===== config.mk =====
export PLATFORM = sky130hd
export DESIGN_NAME = mult_ctrl
export DESIGN_NICKNAME = d
export VERILOG_FILES = /design/src/rtl/mult_ctrl.sv
export SDC_FILE = /design/constraint.sdc
export NUM_CORES = 1
export LEC_CHECK = 0
export BUFFER_PORTS_ARGS = -buffer_cell sky130_fd_sc_hd__clkbuf_2
export CORE_AREA = 2 2 39 41
export DETAILED_ROUTE_END_ITERATION = 7
export DIE_AREA = 0 0 41 43
export MAX_ROUTING_LAYER = met4
export SYNTH_ARGS = -nofsm -noshare
export SYNTH_HDL_FRONTEND = slang
export SYNTH_SLANG_ARGS = --single-unit

===== constraint.sdc =====
create_clock -name Clock -period 2.2 [get_ports Clock]
set_input_delay 0.11 -clock Clock [delete_from_list [all_inputs] [get_ports Clock]]
set_output_delay 0.11 -clock Clock [all_outputs]
set_load 0.05 [all_outputs]

===== src/rtl/mult_ctrl.sv =====
// Sequencing FSM for the shift-add multiplier: drives datapath selects from a start/done/ack handshake.
// Optional early exit on Reg_B == 0 is enabled by defining MULT_CTRL_EARLY_EXIT_EN.
module mult_ctrl #(
  parameter int WIDTH = 32,
  parameter int CNT_W = $clog2(WIDTH)
) (
  input  logic             Clock,
  input  logic             Reset,
  input  logic             iStart,
  input  logic             iAck,
  input  logic             B_LSB,
  input  logic             iB_Zero,
  output logic             oReady,
  output logic             oDone,
  output logic             b_sel,
  output logic             a_sel,
  output logic             prod_sel,
  output logic             add_sel,
  output logic             Shift_Enable,
  output logic [CNT_W-1:0] oIter
);

  typedef enum logic [1:0] {
    IDLE = 2'd0,
    CALC = 2'd1,
    DONE = 2'd2
  } state_t;

  localparam logic [CNT_W-1:0] LAST_ITER = CNT_W'(WIDTH - 1);

  state_t           state_r;
  state_t           next_state_s;
  logic [CNT_W-1:0] counter_r;
  logic [CNT_W-1:0] next_count_s;

`ifndef MULT_CTRL_EARLY_EXIT_EN
  logic unused_b_zero_s;
  assign unused_b_zero_s = iB_Zero;
`endif

  // State and iteration counter registers with synchronous reset
  always_ff @(posedge Clock) begin
    if (Reset) begin
      state_r   <= IDLE;
      counter_r <= {CNT_W{1'b0}};
    end else begin
      state_r   <= next_state_s;
      counter_r <= next_count_s;
    end
  end

  // Next-state and next-counter decode
  always_comb begin
    next_state_s = state_r;
    next_count_s = counter_r;
    case (state_r)
      IDLE: begin
        if (iStart) begin
          next_state_s = CALC;
          next_count_s = {CNT_W{1'b0}};
        end else begin
          next_state_s = IDLE;
          next_count_s = {CNT_W{1'b0}};
        end
      end
      CALC: begin
`ifdef MULT_CTRL_EARLY_EXIT_EN
        // Remaining multiplier bits are all zero, so further iterations add nothing
        if (iB_Zero) begin
          next_state_s = DONE;
          next_count_s = {CNT_W{1'b0}};
        end else
`endif
        if (counter_r == LAST_ITER) begin
          next_state_s = DONE;
          next_count_s = {CNT_W{1'b0}};
        end else begin
          next_state_s = CALC;
          next_count_s = counter_r + CNT_W'(1);
        end
      end
      DONE: begin
        if (iAck) begin
          next_state_s = IDLE;
          next_count_s = {CNT_W{1'b0}};
        end else begin
          next_state_s = DONE;
          next_count_s = counter_r;
        end
      end
      default: begin
        next_state_s = IDLE;
        next_count_s = {CNT_W{1'b0}};
      end
    endcase
  end

  // Datapath select and handshake decode; add_sel is Mealy in CALC
  always_comb begin
    oReady       = 1'b0;
    oDone        = 1'b0;
    a_sel        = 1'b0;
    b_sel        = 1'b0;
    prod_sel     = 1'b0;
    add_sel      = 1'b0;
    Shift_Enable = 1'b0;
    case (state_r)
      IDLE: begin
        oReady = 1'b1;
      end
      CALC: begin
        a_sel        = 1'b1;
        b_sel        = 1'b1;
        prod_sel     = 1'b1;
        Shift_Enable = 1'b1;
`ifdef MULT_CTRL_EARLY_EXIT_EN
        add_sel      = B_LSB & ~iB_Zero;
`else
        add_sel      = B_LSB;
`endif
      end
      DONE: begin
        oDone    = 1'b1;
        a_sel    = 1'b1;
        b_sel    = 1'b1;
        prod_sel = 1'b1;
      end
      default: begin
        oReady = 1'b0;
      end
    endcase
  end

  assign oIter = counter_r;

endmodule


==> results.json, run 1 <==
{
  "routed_via_density": 4.76,
  "worstRegToRegCells": 6,
  "synth.distinct_cells": 19,
  "crit_chain": "ha_1 > and3_1 > ha_1 > nand2b_1 > or4_1 > a31oi_1",
  "post-route-min-period_ns": 1.81,
  "first_global_vias": 349,
  "insertedDiodeCount": 0,
  "routed_wl_um": 806,
  "tritoncts": "built",
  "synth_top_area_share_pct": 34.5,
  "num_io_pins": 18,
  "grt_use_total_pct": 11.3,
  "crit_start": "oIter[0]",
  "ys_warn_count": 0,
  "max_freq_mhz": 552,
  "start_util_pct": 29.4,
  "synth_area_leader_cell": "dfxtp_1",
  "fillerInstances": 150,
  "htree_levels": 1,
  "powerDensity_nw_per_um2": 625,
  "path_class": "flop to flop",
  "report.final.slew_viol_count": 0,
  "ctsResizeCount": 0,
  "post_cts.repair.setup_buffers": 0,
  "cts_hold_buf": 0,
  "async_flop_share_pct": 0,
  "rsz0062_at_grt": "no",
  "grt-ovfl-total": 0,
  "reg2reg_from": "oIter[0]",
  "grt_pass1_wl_um": 1290,
  "syn_to_final_growth_pct": 25.5,
  "ant_nets": 0,
  "outcome": "finished, final reports clean",
  "die_h_um": 43,
  "whs_path_depth": 2,
  "cp_max_fo": 5,
  "crit_required_ns": 2.38,
  "dpl.hpwl_um": 644,
  "synthCells": 46,
  "relSlewSlack_pct": 81.5,
  "drt_iter0_markers": 8,
  "path_delay_family": "simple AND/OR/NAND/NOR gates",
  "grt_start_max_net_pins": 9,
  "yosysMostFrequentCell": "dfxtp_1",
  "cap_violations": 0,
  "antenna_found_initial": 0,
  "final-setup-viol-count": 0,
  "vias": 376,
  "place_congestion": 0.717,
  "cp_num_buf_inv": 0,
  "cpMaxStageDelayCell": "or4_1",
  "fp.dieW_um": 41,
  "rows": 14,
  "timing.hold.ws_ns": 0.123,
  "cts-buffers-inserted": 3,
  "synthTopCellsByCount": "7 x dfxtp_1, 6 x a21oi_1, 6 x ha_1, 4 x nand2_1, 4 x nand3_1",
  "coreArea_um2": 1380,
  "skew_ns": 0.00296,
  "die_area_um2": 1760,
  "start_kind": "flop",
  "period_share_pct": 82.4,
  "cts_root_buffer": "clkbuf_4",
  "max_slew.worst_pin.slew_ns": 0.279,
  "min_from": "Reset",
  "synth_area_um2": 407,
  "p_leak_nw": 0.235,
  "finalSetupTns_ns": 0,
  "cpPeakStageDelay_ns": 0.47,
  "cp.depth": 6,
  "ys_seq_elements": 7,
  "clk_pin_slew_ns": 0.05,
  "synthTopCellsByArea": "dfxtp_1 34%, ha_1 18%, a21oi_1 7.4%, buf_4 5.5%, nand3_1 4.9%",
  "hold_violations": 0,
  "cts.path.max_buffers": 2,
  "synth-edff-count": 0,
  "wl_per_cell_um": 10.2,
  "clk-insertion-delay-late_ns": 0.25,
  "drtPass1Iterations": 4,
  "crit_path_end_kind": "flop",
  "ys.flop_type": "dfxtp_1",
  "clkSinkCount": 7,
  "arrival_ns": 1.99,
  "remaining_drc_errors": 0,
  "fin_nets": 76,
  "portBuffers": 16,
  "syn_area_per_cell_um2": 8.84,
  "ir_drop_mv": 0.210,
  "cp_common_cell": "ha_1",
  "drive_gt1_share_pct": 31.7,
  "synth_seq_area_share_pct": 34.5,
  "syn-num-nets": 58,
  "hp-class": "input pin to flop"
}
==> cell families after synthesis <==
| logic type | after synthesis | share of synthesized area, % |
|---|---|---|
| fa+ha+maj | 6 | 18.5 |
| simple gates | 20 | 29.5 |
| flops | 7 | 34.5 |
| compound gates | 8 | 10.2 |
| buf+inv | 5 | 7.38 |
==> cells in the final DEF, fill, tap and decap left out <==
cell      count
a21oi_1       6
a31oi_1       1
and2_1        1
and3_1        1
clkbuf_1      1
clkbuf_2     16
clkbuf_4      3
dfxtp_1       7
ha_1          6
inv_1         2
nand2_1       4
nand2b_1      2
nand3_1       4
nand4b_1      1
nor2b_1       1
nor2b_4       1
nor3_1        2
nor3b_1       1
o21ai_1       1
or3_1         1
or4_1         1
==> per-layer routing <==
layer  GRT usage [%]  up-vias  wire length, um
li1                -      191                -
met4            8.00        0               20
met3            3.14        4               25
met1            9.03      174              308
met5               -        -                0
met2            20.0        7              452
==> layout make-up <==
class | instances | area (um2) | area share, %
sequential | 7 | 140 | 27.5
clock buffer | 4 | 26.3 | 5.15
inverter | 2 | 7.51 | 1.47
timing repair buffer | 16 | 80.1 | 15.7
tap | 16 | 20.0 | 3.92
multi-input combinational | 34 | 236 | 46.3
==> worst paths after layout <==
| path | to | slack, ns |
|---|---|---|
| setup / recovery | oIter[3] | 0.39 |
| hold / removal | oIter[4] | 0.12 |
| hold reg to reg | oIter[4] | 0.48 |
| setup reg to reg | oIter[3] | 0.39 |
==> state kept, by name (all words and copies together) (netlist names) <==
name and cells:
state_r 2, oIter 5
==> per-stage QoR <==
step | cells | worst slack, ns | cell area, um2 | util [%] | power (mW)
global placement | 75 | 0.422 | 484 | 35.0 | 0.204
CTS | 79 | 0.390 | 510 | 36.9 | 0.326
detailed placement | 75 | 0.393 | 484 | 35.0 | 0.205
finish | 79 | 0.387 | 510 | 36.9 | 0.319
floorplan | 46 | 0.232 | 407 | - | 0.192
global route | 79 | 0.300 | 510 | 36.9 | 0.339
==> where the power goes <==
group          switching [mW]  internal (mW)  total, mW
Clock                  0.0487         0.0693      0.118
Combinational          0.0519         0.0167     0.0686
Sequential            0.00285          0.130      0.133
(Power assumes the default switching activity.)
==> inputs of run 2 (changes only) <==
--- a/config.mk
+++ b/config.mk
@@ -5,6 +5,7 @@
 export SDC_FILE = /design/constraint.sdc
 export NUM_CORES = 1
 export LEC_CHECK = 0
+export ABC_AREA = 1
 export BUFFER_PORTS_ARGS = -buffer_cell sky130_fd_sc_hd__clkbuf_2
 export CORE_AREA = 2 2 39 41
 export DETAILED_ROUTE_END_ITERATION = 7
==> constraint.sdc (replaced) <==
create_clock -name Clock -period 1.8 [get_ports Clock]
set_input_delay 0.09 -clock Clock [delete_from_list [all_inputs] [get_ports Clock]]
set_output_delay 0.09 -clock Clock [all_outputs]
set_load 0.05 [all_outputs]
==> run 2 against run 1 <==
Clock-buffer cell count did not move. Worst hold slack got worse by 0.060 ns. Synthesized area rose by 3.7%. Sequential share of layout area fell by 1.2 points. Setup slack got worse by 0.0036 ns. First-iteration DRC count fell by 50%. Global-route usage rose by 0.11 points. Largest power group unchanged. Combinational power rose by 22%. Critical path depth fell by 1. Design area rose by 4.4%. Highest routed layer is now met3. Clock skew rose by 0.0013 ns. Routed wire length fell by 4.6%.
==> results.json, run 2 <==
{
  "die_area_um2": 1760,
  "grt_pass1_wl_um": 1240,
  "cpPeakStageDelay_ns": 0.33,
  "ctsResizeCount": 0,
  "final_util_pct": 38.5,
  "whs_path_depth": 3,
  "path_class": "flop to output pin",
  "rows": 14,
  "hold_violations": 0,
  "clk-insertion-delay-late_ns": 0.26,
  "arrival_ns": 1.33,
  "drt_iter0_markers": 4,
  "synth_area_um2": 422,
  "report.final.slew_viol_count": 0,
  "path_delay_family": "buffers and inverters",
  "cp_num_buf_inv": 3,
  "synthTopCellsByArea": "dfxtp_1 33%, ha_1 18%, inv_1 8.9%, nand2_1 7.1%, nand3_1 4.7%",
  "post-route-min-period_ns": 1.42,
  "powerDensity_nw_per_um2": 747,
  "synth_seq_area_share_pct": 33.2,
  "max_slew.worst_pin.slew_ns": 0.282,
  "cap_violations": 0,
  "die_h_um": 43,
  "synth.distinct_cells": 18,
  "cp_max_fo": 6,
  "syn_to_final_growth_pct": 26.4,
  "clkSinkCount": 7,
  "cts_root_buffer": "clkbuf_4",
  "first_global_vias": 315,
  "insertedDiodeCount": 0,
  "tritoncts": "built",
  "antenna_found_initial": 0,
  "ant_nets": 0,
  "fin_nets": 86,
  "ir_drop_mv": 0.559,
  "p_leak_nw": 0.272,
  "synth_area_leader_cell": "dfxtp_1",
  "place_congestion": 0.694,
  "fp.dieW_um": 41,
  "synthTopCellsByCount": "10 x inv_1, 8 x nand2_1, 7 x dfxtp_1, 6 x ha_1, 4 x nand3_1",
  "register_area_um2": 140,
  "outcome": "finished, final reports clean",
  "hp-class": "input pin to flop",
  "relSlewSlack_pct": 81.3,
  "final_common_cell": "clkbuf_2",
  "portBuffers": 16,
  "largest_register_ffs": 5,
  "cts-buffers-inserted": 3,
  "synthCells": 55,
  "coreArea_um2": 1380,
  "drtPass1Iterations": 3,
  "vias": 386,
  "synth_top_area_share_pct": 33.2,
  "async_flop_share_pct": 0,
  "syn-num-nets": 67,
  "worstRegToRegCells": 9,
  "remaining_drc_errors": 0,
  "post_cts.repair.setup_buffers": 0,
  "period_share_pct": 78.7,
  "cts.path.max_buffers": 2,
  "cts_hold_buf": 0,
  "ys_seq_elements": 7,
  "routed_via_density": 4.34,
  "drive_gt1_share_pct": 34.2,
  "skew_ns": 0.00421,
  "htree_levels": 1,
  "crit_required_ns": 1.71,
  "ys.flop_type": "dfxtp_1",
  "dpl.hpwl_um": 632,
  "cp.depth": 5,
  "most-common-layout-cells": "16 x clkbuf_2, 10 x inv_1, 8 x nand2_1, 7 x dfxtp_1, 6 x ha_1",
  "cpMaxStageDelayCell": "dfxtp_1",
  "ys_warn_count": 0,
  "start_kind": "flop",
  "finalSetupTns_ns": 0,
  "rsz0062_at_grt": "no",
  "multiInputGateArea_um2": 221,
  "yosysMostFrequentCell": "inv_1",
  "clk_pin_slew_ns": 0.05,
  "synth-edff-count": 0,
  "max_freq_mhz": 706,
  "grt_start_max_net_pins": 8,
  "num_io_pins": 18,
  "start_util_pct": 30.5,
  "grt_use_total_pct": 11.4,
  "routed_wl_um": 769,
  "crit_chain": "inv_1 > ha_1 > nand2_1 > inv_1 > clkbuf_2",
  "fillerInstances": 140,
  "grt-ovfl-total": 0,
  "final-setup-viol-count": 0,
  "crit_path_end_kind": "output pin",
  "wl_per_cell_um": 8.64,
  "syn_area_per_cell_um2": 7.67,
  "cp_common_cell": "inv_1"
}
[run 2: cell types whose count changed after synthesis, sizes merged, moves of 2 or more]
cell / previous run / this run
nor2b: 2 / 0
nand2b: 2 / 0
nand2: 4 / 10
nor2: 0 / 4
inv: 2 / 12
a21oi: 6 / 4
[run 2: power breakdown]
| part | switching (mW) | internal (mW) | leakage [nW] | total (mW) |
|---|---|---|---|---|
| logic | 0.0642 | 0.0198 | 0.200 | 0.0840 |
| clock network | 0.0663 | 0.0852 | 0.0150 | 0.151 |
| registers | 0.00395 | 0.159 | 0.0568 | 0.163 |
[run 2: metal layers]
layer	GRT usage, %	part of all wire, %	wire length [um]
met4	4.00	0	0
met2	14.1	43	329
met1	13.6	47	359
met3	9.42	10	80
met5	-	0	0
[run 2: final timing paths]
check                   from          to  slack [ns]
setup / recovery  state_r[1]     add_sel        0.38
hold / removal        iStart  state_r[0]        0.06
setup reg to reg    oIter[0]    oIter[0]        0.40
hold reg to reg     oIter[4]    oIter[4]        0.48
[run 2: area by class of cell]
class	instances	share of cell area, %
flip-flops and latches	7	26.3
clock buffers	4	4.93
multi-input cells	34	41.5
well taps	16	3.76
inverters	12	8.45
repair buffers	16	15.0
[run 2: kinds of logic after synthesis]
kind of cell               share of synthesized area (%)
and+or+nand+nor                                     24.0
DFF                                                 33.2
buffers and inverters                               14.2
xor gates and xnor gates                            2.08
AOI/OAI and AO/OA                                   8.60
adders and majority gates                           17.8
[run 2: worst min-delay path, cell delays in order]
cell and delay [ns]:
clkbuf_2 0.08, nand2_1 0.05, a211oi_1 0.05
[run 2: through the flow]
stage	worst slack, ns	area [um2]	hold WS (ns)	cells	power (mW)
6_report	0.383	533	0.0629	89	0.398
5_1_grt	0.259	533	0.0688	89	0.420
4_1_cts	0.366	533	0.0542	89	0.407
3_5_place_dp	0.392	507	0.334	85	0.251
3_3_place_gp	0.417	507	0.336	85	0.250
2_1_floorplan	0.139	422	0.159	55	0.237
